--- src/rtl/mips_pkg.sv ---
// Shared definitions for the fetch stage and its next-PC mux.
package mips_pkg;

  localparam int unsigned INSTR_W = 32;
  localparam int unsigned OP_MSB  = 31;
  localparam int unsigned OP_LSB  = 26;

  typedef enum logic [1:0] {
    S_IDLE,
    S_REQ,
    S_VALID
  } state_t;

endpackage

--- src/rtl/npc_calc.sv ---
// Combinational next-PC selection: jump > taken branch > sequential.
module npc_calc
  import mips_pkg::*;
#(
  parameter int unsigned PC_W = 32
) (
  input  logic [PC_W-1:0] pc_i,
  input  logic [25:0]     instr_i,
  input  logic            branch_i,
  input  logic            bne_i,
  input  logic            jump_i,
  input  logic            zero_i,
  output logic [PC_W-1:0] pc_plus4_o,
  output logic [PC_W-1:0] next_pc_o
);

  logic [PC_W-1:0] br_off;
  logic [PC_W-1:0] br_target;
  logic [PC_W-1:0] jmp_target;
  logic            br_taken;

  assign pc_plus4_o = pc_i + {{(PC_W-3){1'b0}}, 3'd4};
  assign br_off     = {{(PC_W-18){instr_i[15]}}, instr_i[15:0], 2'b00};
  assign br_target  = pc_plus4_o + br_off;
  assign jmp_target = {pc_plus4_o[PC_W-1:28], instr_i[25:0], 2'b00};
  // BEQ and BNE together cover both zero outcomes, so that case is always taken.
  assign br_taken   = (branch_i & zero_i) | (bne_i & ~zero_i);

  always_comb begin
    next_pc_o = pc_plus4_o;
    if (jump_i) begin
      next_pc_o = jmp_target;
    end else if (br_taken) begin
      next_pc_o = br_target;
    end
  end

endmodule

--- src/rtl/fetch_unit.sv ---
// Instruction fetch stage: owns PC and IR, fetches over a req/ack port.
// Optional FETCH_PERF_EN macro enables the saturating imem stall counter.
module fetch_unit
  import mips_pkg::*;
#(
  parameter int unsigned     PC_W     = 32,
  parameter logic [PC_W-1:0] RESET_PC = '0
) (
  input  logic               clk,
  input  logic               reset,
  output logic               imem_req,
  output logic [PC_W-1:0]    imem_addr,
  input  logic               imem_ack,
  input  logic [INSTR_W-1:0] imem_rdata,
  output logic [INSTR_W-1:0] instr,
  output logic [5:0]         op,
  output logic               instr_valid,
  input  logic               instr_ready,
  input  logic               branch,
  input  logic               bne,
  input  logic               jump,
  input  logic               zero,
  output logic [PC_W-1:0]    pc,
  output logic [PC_W-1:0]    pc_plus4,
  output logic [31:0]        stall_cnt
);

  state_t               state_q;
  logic [PC_W-1:0]      pc_q;
  logic [PC_W-1:0]      pc_d;
  logic [INSTR_W-1:0]   instr_q;
  logic                 valid_q;
  logic                 req_q;

  npc_calc #(
    .PC_W (PC_W)
  ) u_npc_calc (
    .pc_i       (pc_q),
    .instr_i    (instr_q[25:0]),
    .branch_i   (branch),
    .bne_i      (bne),
    .jump_i     (jump),
    .zero_i     (zero),
    .pc_plus4_o (pc_plus4),
    .next_pc_o  (pc_d)
  );

  // instr_ready only matters in S_VALID and imem_ack only in S_REQ.
  always_ff @(posedge clk) begin
    if (reset) begin
      state_q <= S_IDLE;
      pc_q    <= RESET_PC;
      instr_q <= '0;
      valid_q <= 1'b0;
      req_q   <= 1'b0;
    end else begin
      unique case (state_q)
        S_IDLE: begin
          state_q <= S_REQ;
          req_q   <= 1'b1;
        end
        S_REQ: begin
          if (imem_ack) begin
            instr_q <= imem_rdata;
            valid_q <= 1'b1;
            req_q   <= 1'b0;
            state_q <= S_VALID;
          end
        end
        S_VALID: begin
          if (instr_ready) begin
            pc_q    <= pc_d;
            valid_q <= 1'b0;
            req_q   <= 1'b1;
            state_q <= S_REQ;
          end
        end
        default: begin
          state_q <= S_IDLE;
          valid_q <= 1'b0;
          req_q   <= 1'b0;
        end
      endcase
    end
  end

  assign imem_req    = req_q;
  assign imem_addr   = pc_q;
  assign pc          = pc_q;
  assign instr       = instr_q;
  assign op          = instr_q[OP_MSB:OP_LSB];
  assign instr_valid = valid_q;

`ifdef FETCH_PERF_EN
  logic [31:0] stall_q;

  always_ff @(posedge clk) begin
    if (reset) begin
      stall_q <= '0;
    end else if ((state_q == S_REQ) && !imem_ack && (stall_q != 32'hFFFF_FFFF)) begin
      stall_q <= stall_q + 32'd1;
    end
  end

  assign stall_cnt = stall_q;
`else
  assign stall_cnt = 32'h0;
`endif

endmodule

--- config.mk ---
export PLATFORM = sky130hd
export DESIGN_NAME = fetch_unit
export DESIGN_NICKNAME = d
export VERILOG_FILES = /design/src/rtl/mips_pkg.sv /design/src/rtl/npc_calc.sv /design/src/rtl/fetch_unit.sv
export SDC_FILE = /design/constraint.sdc
export NUM_CORES = 1
export LEC_CHECK = 0
export BUFFER_PORTS_ARGS = -buffer_cell sky130_fd_sc_hd__buf_2
export CORE_ASPECT_RATIO = 1.2
export CORE_MARGIN = 2
export CORE_UTILIZATION = 55
export CTS_CLUSTER_DIAMETER = 40
export DETAILED_ROUTE_END_ITERATION = 7
export HOLD_SLACK_MARGIN = 0.12
export PLACE_DENSITY_LB_ADDON = 0.3
export SLEW_MARGIN = 20
export SYNTH_ARGS = -nofsm -noshare
export SYNTH_HDL_FRONTEND = slang
export SYNTH_SLANG_ARGS = --single-unit
--- constraint.sdc ---
create_clock -name clk -period 6.53 [get_ports clk]
set_input_delay 0.653 -clock clk [delete_from_list [all_inputs] [get_ports clk]]
set_output_delay 0.653 -clock clk [all_outputs]
set_load 0.05 [all_outputs]
* After elaboration in Yosys (flattened, before gate mapping) *
Cells that the tools add are included.

storage, ports and cells
  register bits after elaboration = 68
  bits of input ports = 40
  word-level logic and storage cells = 32

cells by class
  add/sub/neg operators = 2
  equality and inequality tests = 4
  multiplexer cells = 11
  bitwise logic cells = 5
  reduce and logical (&&, ||, !) cells = 5

operators with widths
  cell                                                                    number
  32-bit two-way mux                                                      2
  32-bit by 3-bit adder with 32-bit output (second input constant)        1
  32-bit adder                                                            1
  1-bit one-hot mux with 3 select lines                                   2
  2-bit one-hot mux with 3 select lines                                   1
  2-bit AND reduction                                                     3
  1-bit two-way mux                                                       4
  2-bit two-way mux                                                       2
  2-bit != test (second input constant)                                   2
  3-bit AND reduction                                                     1
  1-bit bitwise AND                                                       2
  2-bit by 1-bit equality test with 1-bit output (second input constant)  1
  2-bit equality test (second input constant)                             1
  2-bit logical NOT                                                       1
  1-bit NOT                                                               2
  1-bit bitwise OR                                                        1

* Depth between registers and ports, before layout *
  depth in word-level cells = 5
  gate-level depth with buffers = 18

* Cells and area by module *
From an unflattened synthesis, not the netlist that was laid out.

unflattened totals
  cells, all modules = 776
  area, all modules = 6344.8 um^2

by module, submodules not included
  module      instances  cells each  area an instance (um^2)  seq. area each (um^2)
  fetch_unit  1          363         3560.9                   1341.3
  npc_calc    1          413         2783.9                   0.0

* Worst setup path after synthesis *
OpenSTA, ideal clock, no wires.

  path type = register -> register
  start = register pc_q[2], in the netlist imem_addr[2]
  end = register pc_q[23], in the netlist imem_addr[23]
  library setup time = 0.129 ns
  data arrival time = 4.721 ns
  data required time = 6.401 ns
  path slack = 1.680 ns
  cell stages (with the launch flop) = 17
  cell sequence = dfxtp_1 > ha_1 > nand3_1 > nor2_1 > and2_1 > nand2_1 > xnor2_1 > ha_1 > a21oi_1 > nand2_1 > or3_1 > o21a_1 > a221oi_4 > o21ai_1 > xor2_1 > a221oi_1 > a211oi_1

on the way
  longest elaborated chain between the ends = 4

ends and longest elaborated chain
  what                                      line              source
  start: declaration                        fetch_unit.sv:29  logic [PC_W-1:0] pc_q;
  start signal: assignment                  fetch_unit.sv:72  pc_q <= pc_d;
  32-bit by 3-bit adder with 32-bit output  npc_calc.sv:22    assign pc_plus4_o = pc_i + {{(PC_W-3){1'b0}}, 3'd4};
  named net pc_plus4[12]                    fetch_unit.sv:24  output logic [PC_W-1:0] pc_plus4,
  32-bit adder                              npc_calc.sv:24    assign br_target = pc_plus4_o + br_off;
  32-bit two-way mux                        npc_calc.sv:33    end else if (br_taken) begin
  32-bit two-way mux                        npc_calc.sv:31    if (jump_i) begin

The timed path passes the listed nets, and every way through them passes these cells.
A chain may end at the register's enable or synchronous reset.

* Worst setup path after layout *
  start = register pc_q[2], in the netlist imem_addr[2]
  end = register pc_q[23], in the netlist imem_addr[23]

on the way
  longest elaborated chain between the ends = 4

ends and longest elaborated chain
  what                                        line
  32-bit by 3-bit adder with 32-bit output *  npc_calc.sv:22
  32-bit adder                                npc_calc.sv:24
  32-bit two-way mux *                        npc_calc.sv:33
  32-bit two-way mux *                        npc_calc.sv:31

Every way passes the cells marked *; elsewhere a longest branch is shown, timed or not.

==> impl_results.md <==
- HPWL Detailed: 11510 um
- Final period util: 63.93%
- Async SR Flop Fraction: 0%
- YS warnings: 0
- Pre-antenna DRT Iters: 5
- Post-synthesis register bit count: 65
- Routability cong.: 0.9183
- Hold Path End: instr_valid
- CP Capture Type: flop
- CTS sink count: 65
- Status: finished clean
- Max Cap Viol: 0
- Num CTS Buffers: 9
- Leak: 3.234 nW
- RSZ-0062 raised after global routing: no
- Register-to-Register Path Depth: 16
- Worst Setup Start Kind: flop
- Layout area overhead: 12.91%
- Worst IR Drop VDD: 128.7 uV
- Final worst slack: 2355 ps
- Number of global-route vias before repair: 5055
- # rows: 40
- Max H-tree Level: 3
- Via count: 5662
- Maximum clock insertion buffer count: 2
- CTS clock-pin slew for the worst setup and hold paths: 60 ps
- Hold WS: 451.5 ps
- FF-to-FF setup slack: 2360 ps
- Post-synth EDFFs: 0
- Drt via density: 5.634
- Minimum clock period: 4175 ps
- Post-Syn Area: 5639 um^2
- First-pass GRT wire length: 24810 um
- Nets@finish: 951
- Post-CTS Setup Bufs: 0
- Fraction of layout cells with a size suffix above 1: 23.78%
- Worst rel slew slack: 27.71%
- Root Buffer: clkbuf_16
- Die height: 114.9 um
- Clk_lat worst skew: 340 ps
- Post-CTS Resized: 0
- Mapped Avg Cell Area: 7.410 um^2
- # IOs: 208
- DRC: 0
- All-Layer GR Usage: 28.45%
- Routed length per instance: 15.78 um
- Routed Wire Length: 15860 um
- Power Density: 184.3 nW/um^2
- Clock skew: 8.278 ps
- Sequential fraction of the synthesis area: 23.08%
- Initial core utilization: 56.34%
- Post-route setup TNS: 0 ps
- Critical path arrival: 4360 ps
- ANT nets after route: 0
- Critical R2R Capture: imem_addr[23]
- Setup CP Type: flop to flop
- Distinct cells, synth: 68
- Hold path cells: 2
- # hold bufs at CTS: 0
- Slew at the pin closest to its max-slew limit: 1083 ps
- FF-to-FF Start: imem_addr[2]
- Initial antenna violation count: 0
- GR Overflow Total: 0
- TritonCTS clock tree: done
- Pre-CTS setup slack: 2442 ps
- Crit Path Max Fanout: 7
- Top FF cell, synth: dfxtp_1
- Slew Limit Fails: 0
- Endpoints failing setup: 0
- Cell count after synthesis: 761
- Final hold vios: 0
- Area of the core: 10010 um^2
- Port Buffer Count: 169
- Critical path data required time: 6720 ps
- Largest net degree at the start of global routing: 63
- Starting DRT DRC Count: 299
- Die area: 11080 um^2
- Worst hold path class: flop to flop
- Die span in x: 96.44 um
- Min-delay src: instr_valid
- Max Fclk: 0.2395 GHz
- Antenna cells: 0
[worst max-delay path by stage]
stage	start	to	slack [ps]	cells after the start
final	imem_addr[2]	imem_addr[23]	2360	16
after global routing	imem_addr[2]	imem_addr[23]	2010	16
after CTS	imem_addr[2]	imem_addr[23]	2420	16
after detailed placement	imem_addr[2]	imem_addr[23]	2440	16
after global placement	imem_addr[2]	imem_addr[23]	2630	16
after floorplan	imem_addr[2]	imem_addr[23]	1680	16
[cells by family after synthesis]
logic type,count (synthesis),synth area share [%]
adder cells (fa/ha/maj),37,8.343
XOR/XNOR,51,7.921
AND/OR/NAND/NOR,277,21.97
multiplexers,6,1.087
AO/OA/AOI/OAI,205,23.54
other,1,0.06650
buffers and inverters,119,14.00
flip-flops,65,23.08
[final cells by class]
type | instances | area, um^2
multi-input combinational | 614 | 3694
fill | 986 | 3642
sequential | 65 | 1301
timing repair buffer | 173 | 875.8
clock buffer | 11 | 242.7
tap | 126 | 157.7
clock inverter | 5 | 55.05
inverter | 11 | 41.29
[registers in the layout (all words and copies together), names as in the netlist]
register and flops:
instr 32, imem_addr 30, imem_req 1, instr_valid 1, state_q 1
[layer usage]
metal	vias up	wire length, um	track usage (%)
met1	2596	6670	38.04
met5	-	0	0
met2	254	7404	45.79
li1	2784	-	-
met3	28	1435	5.505
met4	0	351	9.765
[placed cells by master, fill, tap and decap left out, types with 6 or more instances in the layout]
cell type	synthesis	routed
a21oi_1	83	83
inv_1	11	11
nand4_1	12	12
ha_1	36	36
o21ai_0	30	30
conb_1	1	38
nor2b_1	6	6
buf_2	1	169
nand3_1	13	13
and3_1	6	6
xnor2_1	30	30
nand2_1	137	137
nor3_1	10	10
clkbuf_16	0	9
nor2_1	62	61
a21o_1	19	19
dfxtp_1	65	65
a211oi_1	12	12
o211ai_1	16	16
xor2_1	21	21
[cell usage after synthesis (16+ instances only)]
library cell	number	area, um^2
nor2_1	62	232.7
clkbuf_1	26	97.59
ha_1	36	450.4
xor2_1	21	183.9
o211ai_1	16	120.1
dfxtp_1	65	1301
nand2_1	137	514.2
o21ai_0	30	150.1
a21oi_1	83	415.4
xnor2_1	30	262.8
buf_4	74	555.5
a21o_1	19	142.6
[critical path: stages (launching register included)]
cell and delay (ps):
dfxtp_1 440, ha_1 230, nand3_1 150, nor2_1 200, and2_1 270, nand2_1 100
xnor2_1 250, ha_1 350, a21oi_1 270, nand2_1 100, or3_1 350, o21a_1 270
a221oi_4 390, o21ai_1 130, xor2_1 150, a221oi_1 260, a211oi_1 110
[power by group]
part           switching (mW)  internal (mW)
sequential             0.0176          0.410
clock                   0.180          0.304
combinational           0.203         0.0581
total                   0.401          0.773
[per-stage QoR]
stage	cell area (um^2)	total power, mW	utilization [%]	instances
3_5_place_dp	6070	0.6947	60.64	989
5_1_grt	6367	1.214	63.61	1005
3_3_place_gp	6070	0.6928	60.64	989
2_1_floorplan	5778	0.6631	-	798
4_1_cts	6367	1.177	63.61	1005
6_report	6367	1.174	63.61	1005
(Power assumes the default switching activity.)
